===== src/rtl/dr_pkg.sv =====
// Shared dual-rail definitions: rail indices, code-word width and the bridge FSM states.
package dr_pkg;

  localparam int RAIL_NUM = 2;
  localparam int RAIL_F   = 0;
  localparam int RAIL_T   = 1;

  typedef enum logic [1:0] {
    IDLE = 2'd0,
    DATA = 2'd1,
    NULL = 2'd2
  } state_t;

  // One binary bit to its dual-rail code word; never produces both rails set.
  function automatic logic [RAIL_NUM-1:0] dr_encode(input logic bit_val);
    logic [RAIL_NUM-1:0] rails;
    rails         = '0;
    rails[RAIL_T] = bit_val;
    rails[RAIL_F] = ~bit_val;
    return rails;
  endfunction

endpackage


===== src/rtl/sync_ff.sv =====
// Multi-flop synchronizer for a single asynchronous level; clears to 0 on reset.
module sync_ff #(
  parameter int STAGES = 2
) (
  input  logic clk,
  input  logic rst,
  input  logic d,
  output logic q
);

  logic [STAGES-1:0] sync_reg;

  always_ff @(posedge clk or negedge rst) begin
    if (!rst) begin
      sync_reg <= '0;
    end else begin
      sync_reg <= {sync_reg[STAGES-2:0], d};
    end
  end

  assign q = sync_reg[STAGES-1];

endmodule


===== src/rtl/dr_tx_bridge.sv =====
// Clocked valid/ready producer to four-phase return-to-zero dual-rail async pipeline bridge.
module dr_tx_bridge
  import dr_pkg::*;
#(
  parameter int WIDTH       = 8,
  parameter int SYNC_STAGES = 2,
  parameter int TIMEOUT     = 1024
) (
  input  logic                               clk,
  input  logic                               rst,
  input  logic [WIDTH-1:0]                   data_i,
  input  logic                               valid_i,
  output logic                               ready_o,
  output logic [WIDTH-1:0][RAIL_NUM-1:0]     data_o,
  input  logic                               ack_i,
  output logic                               err_o,
  output logic [15:0]                        tx_count_o
);

  logic                           ack_s;
  state_t                         state_reg;
  logic                           live_reg;
  logic [WIDTH-1:0][RAIL_NUM-1:0] data_reg;
  logic [WIDTH-1:0][RAIL_NUM-1:0] enc_word;
  logic                           err_reg;
  logic [15:0]                    tx_count_reg;
  logic                           accept;
  logic                           phase_clear;
  logic                           timeout_hit;

  sync_ff #(
    .STAGES(SYNC_STAGES)
  ) u_ack_sync (
    .clk(clk),
    .rst(rst),
    .d  (ack_i),
    .q  (ack_s)
  );

  for (genvar gi = 0; gi < WIDTH; gi++) begin : g_enc
    assign enc_word[gi] = dr_encode(data_i[gi]);
  end

  // live_reg keeps ready low while reset is held and lets it rise on the first clock after.
  assign ready_o     = (state_reg == IDLE) && live_reg && !ack_s;
  assign accept      = valid_i && ready_o;
  assign phase_clear = accept || ((state_reg == DATA) && ack_s);

  always_ff @(posedge clk or negedge rst) begin
    if (!rst) begin
      state_reg    <= IDLE;
      live_reg     <= 1'b0;
      data_reg     <= '0;
      err_reg      <= 1'b0;
      tx_count_reg <= '0;
    end else begin
      live_reg <= 1'b1;
      case (state_reg)
        IDLE: begin
          if (ack_s) begin
            err_reg <= 1'b1;
          end else if (accept) begin
            data_reg  <= enc_word;
            state_reg <= DATA;
          end
        end
        DATA: begin
          if (ack_s) begin
            data_reg  <= '0;
            state_reg <= NULL;
          end
        end
        NULL: begin
          if (!ack_s) begin
            tx_count_reg <= tx_count_reg + 16'd1;
            state_reg    <= IDLE;
          end
        end
        default: begin
          data_reg  <= '0;
          state_reg <= IDLE;
        end
      endcase
      if (timeout_hit) begin
        err_reg <= 1'b1;
      end
    end
  end

  if (TIMEOUT > 0) begin : g_wdog
    localparam int PW = (TIMEOUT > 1) ? $clog2(TIMEOUT + 1) : 1;
    logic [PW-1:0] phase_reg;

    // Saturates at TIMEOUT so a stuck phase flags once and stays put.
    always_ff @(posedge clk or negedge rst) begin
      if (!rst) begin
        phase_reg <= '0;
      end else if (phase_clear) begin
        phase_reg <= '0;
      end else if ((state_reg != IDLE) && (phase_reg != PW'(TIMEOUT))) begin
        phase_reg <= phase_reg + 1'b1;
      end
    end

    assign timeout_hit = (state_reg != IDLE) && !phase_clear && (phase_reg == PW'(TIMEOUT - 1));
  end else begin : g_no_wdog
    logic unused_clear;
    assign unused_clear = phase_clear;
    assign timeout_hit  = 1'b0;
  end

  assign data_o     = data_reg;
  assign err_o      = err_reg;
  assign tx_count_o = tx_count_reg;

endmodule


===== config.mk =====
export PLATFORM = sky130hd
export DESIGN_NAME = dr_tx_bridge
export DESIGN_NICKNAME = d
export VERILOG_FILES = /design/src/rtl/dr_pkg.sv /design/src/rtl/sync_ff.sv /design/src/rtl/dr_tx_bridge.sv
export SDC_FILE = /design/constraint.sdc
export NUM_CORES = 1
export LEC_CHECK = 0
export CORE_MARGIN = 2
export CORE_UTILIZATION = 62
export DETAILED_ROUTE_END_ITERATION = 8
export DONT_BUFFER_PORTS = 1
export PLACE_DENSITY = 0.8
export SYNTH_ARGS = -nofsm -noshare
export SYNTH_HDL_FRONTEND = slang
export SYNTH_SLANG_ARGS = --single-unit

===== constraint.sdc =====
create_clock -name clk -period 1.8 [get_ports clk]
set_input_delay 0.36 -clock clk [delete_from_list [all_inputs] [get_ports clk]]
set_output_delay 0.36 -clock clk [all_outputs]
set_load 0.02 [all_outputs]

==> summary.md <==
| Metric | Value |
|---|---|
| Fin. max-slew vios | `0` |
| Fmax | `551 MHz` |
| Setup crit start kind | `flip-flop` |
| Synth Warn # | `0` |
| DR WL/cell | `16.6 microns` |
| Status | `finished, violations left` |
| CTS tree | `built` |
| Final setup TNS | `-0.0141 ns` |
| Diode count | `0` |
| Pin count of the biggest net entering global routing | `50` |
| Total power | `2.89 mW` |
| IO Port Bufs | `0` |
| First drt pass iteration count | `4` |
| Post-synth cell types | `39` |
| Pleak | `1.17 nW` |
| Vias per inst | `5.86` |
| WS Path Type | `reg -> out` |
| DIE AREA | `0.00401 sq mm` |
| Root buf cell | `clkbuf_4` |
| Clock skew after layout | `0.00754 ns` |
| Initial antenna violation count | `0` |
| Flops & latches, synth | `49` |
| Vias in the first global route | `1664` |
| RSZ-0062 raised after global routing | `yes` |
| Core area | `0.00336 sq mm` |
| Total CTS buffers | `5` |
| Mapped Nets | `220` |
| Gr ovfl total | `0` |
| Initial drt markers | `128` |
| Cell Chain, Critical Path | `buf_6, or2_4, nor3b_2, buf_4` |
| Latest clock arrival within the worst-skew pair | `0.36 ns` |
| Critical path peak fanout | `2` |
| H-Tree Depth | `2` |
| Final wirelength | `4.54 mm` |
| Synth Instances | `205` |
| DIE WIDTH | `63.3 microns` |
| Final antenna-violating net count | `0` |
| Top Ports | `46` |
| Nets | `242` |
| # setup viols final | `1` |
| Crit path max-delay family | `flip-flops` |
| First-pass GRT wire length | `7.98 mm` |
| Tcrit/Tclk final | `101%` |
| Count of final hold-check violations | `0` |
| Total track usage | `25.5%` |
| Final instance area | `0.00252 sq mm` |
| Number of synthesized flops with an enable pin | `0` |
| Final Core Density | `74.9%` |
| Violated checks | `setup timing` |
| Share of synthesized registers carrying an async set or reset | `100%` |
| Worst hold path class | `in -> reg` |
| Post-DP HPWL | `3.28 mm` |
| CTS clk-pin slew, worst paths | `0.14 ns` |
| Commonest non-fill, non-tap cells in the layout | `dfrtp_1, nand2_1, buf_4, xnor2_1, nor2_1` |
| Avg Inst Size Synth | `10.7 sq um` |
| CTS Buffer Depth | `2` |
| Share of cells above drive strength 1 | `15.4%` |
| GP Congestion | `0.802` |
| Power density cells | `1150 mW/mm^2` |
| Peak VDD IR | `0.000761 V` |
| Slowest CP cell | `dfrtp_1` |
| Largest stage delay, worst path | `0.42 ns` |
| Syn Std Cell Area | `0.00218 sq mm` |
| Via count | `1607` |
| Final min period | `1.81 ns` |
| Cell row count | `21` |
| Final Worst Setup Slack | `-0.0141 ns` |
| Critical Path RT | `1.44 ns` |
| Die Span Y | `63.3 microns` |
| Post-synthesis sequential area ratio | `56.2%` |
| Worst Setup End Kind | `output port` |
| Most common cell after layout, fill and taps aside | `dfrtp_1` |
| CP Data Arrival Time | `1.45 ns` |
| Starting Density | `64.9%` |
| Buf+Inv Stages, Crit Path | `2` |
| P&R area growth vs syn | `15.4%` |
| Max-cap violations | `0` |
| DP Area | `0.00234 sq mm` |
| Clk sinks | `49` |
| Most used DFF post-synth | `dfrtp_1` |
| Drc violations | `0` |
power breakdown:
group	switching [mW]	total, mW	internal [mW]
logic	0.390	0.680	0.290
registers	0.264	1.54	1.28
clock network	0.332	0.664	0.332
total	0.986	2.89	1.90
final cells by class:
class / instances / area (sq um)
inverter: 4 / 15.0
sequential: 49 / 1230
tap: 46 / 57.6
clock inverter: 1 / 30.0
multi-input combinational: 143 / 923
fill: 236 / 843
timing repair buffer: 24 / 213
clock buffer: 7 / 55.1
metrics by stage:
| step | setup WS [ns] | cells | hold WS (ns) |
|---|---|---|---|
| floorplan | 0.111 | 205 | 0.0644 |
| global placement | 0.190 | 259 | 0.0654 |
| detailed placement | 0.0980 | 259 | 0.0654 |
| CTS | -0.0211 | 271 | 0.00714 |
| global route | -0.0941 | 274 | 0.0553 |
| finish | -0.0141 | 274 | 0.0843 |
logic make-up after synthesis:
group / count (synthesis) / share of synthesized area (%)
AO/OA/AOI/OAI: 35 / 10.3
other: 1 / 0.172
flip-flops: 49 / 56.2
XOR/XNOR: 24 / 9.63
adder cells (fa/ha/maj): 3 / 1.72
AND/OR/NAND/NOR: 79 / 19.2
multiplexers: 1 / 0.516
buffers and inverters: 13 / 2.35
Yosys cell counts, types with 2 or more instances:
cell / instances / share of area, %
and3_1: 2 / 0.57
nor2_1: 13 / 2.2
nand4bb_1: 3 / 1.5
o21ai_0: 2 / 0.46
nand2_1: 35 / 6.0
a31oi_1: 2 / 0.57
nor3b_1: 2 / 0.69
or3_1: 2 / 0.57
clkbuf_1: 5 / 0.86
o21a_1: 2 / 0.69
xnor2_1: 16 / 6.4
nand3_1: 4 / 0.92
buf_2: 2 / 0.46
inv_1: 4 / 0.69
a21oi_1: 6 / 1.4
nor3_1: 3 / 0.69
and4_1: 2 / 0.80
nand4_1: 5 / 1.4
o21ai_1: 10 / 2.3
buf_1: 2 / 0.34
xor2_1: 8 / 3.2
o31ai_1: 8 / 2.8
dfrtp_1: 49 / 56
ha_1: 3 / 1.7
worst register-to-register path, delay by kind of cell (launching register included):
family	cells	cell delay, ns
AOI/OAI and AO/OA	3	0.56
DFF	1	0.40
buffers and inverters	2	0.27
and+or+nand+nor	1	0.27
adders and majority gates	1	0.17
per-layer routing:
layer | part of all wire (%) | global-route usage [%] | wire length [microns]
met5 | 0 | 0 | 0
met4 | 1.1 | 7.07 | 51
met3 | 6.7 | 8.57 | 305
met2 | 51 | 42.1 | 2340
met1 | 41 | 32.0 | 1850
worst paths after layout:
kind	from	endpoint	slack (ns)	cells past startpoint
setup / recovery	state_reg[1]$_DFFE_PN0P_	ready_o	-0.01	4
hold / removal	data_i[5]	data_o[10]$_DFFE_PN0P_	0.08	1
setup reg to reg	g_wdog.phase_reg[1]$_DFFE_PN0P_	g_wdog.phase_reg[1]$_DFFE_PN0P_	0.09	7
hold reg to reg	u_ack_sync.sync_reg[0]$_DFF_PN0_	u_ack_sync.sync_reg[1]$_DFF_PN0_	0.37	0
max in group asynchronous	rst	tx_count_o[2]$_DFFE_PN0P_	1.09	2
min in group asynchronous	rst	data_o[11]$_DFFE_PN0P_	0.50	2
timing repair:
item	CTS	global route
setup endpoints to repair	1	4
hold buffers	2	1
hold endpoints to repair	49	1
pin swaps	0	1
resized for setup	3	2
buffers inserted	2	2
(Power assumes the default switching activity.)
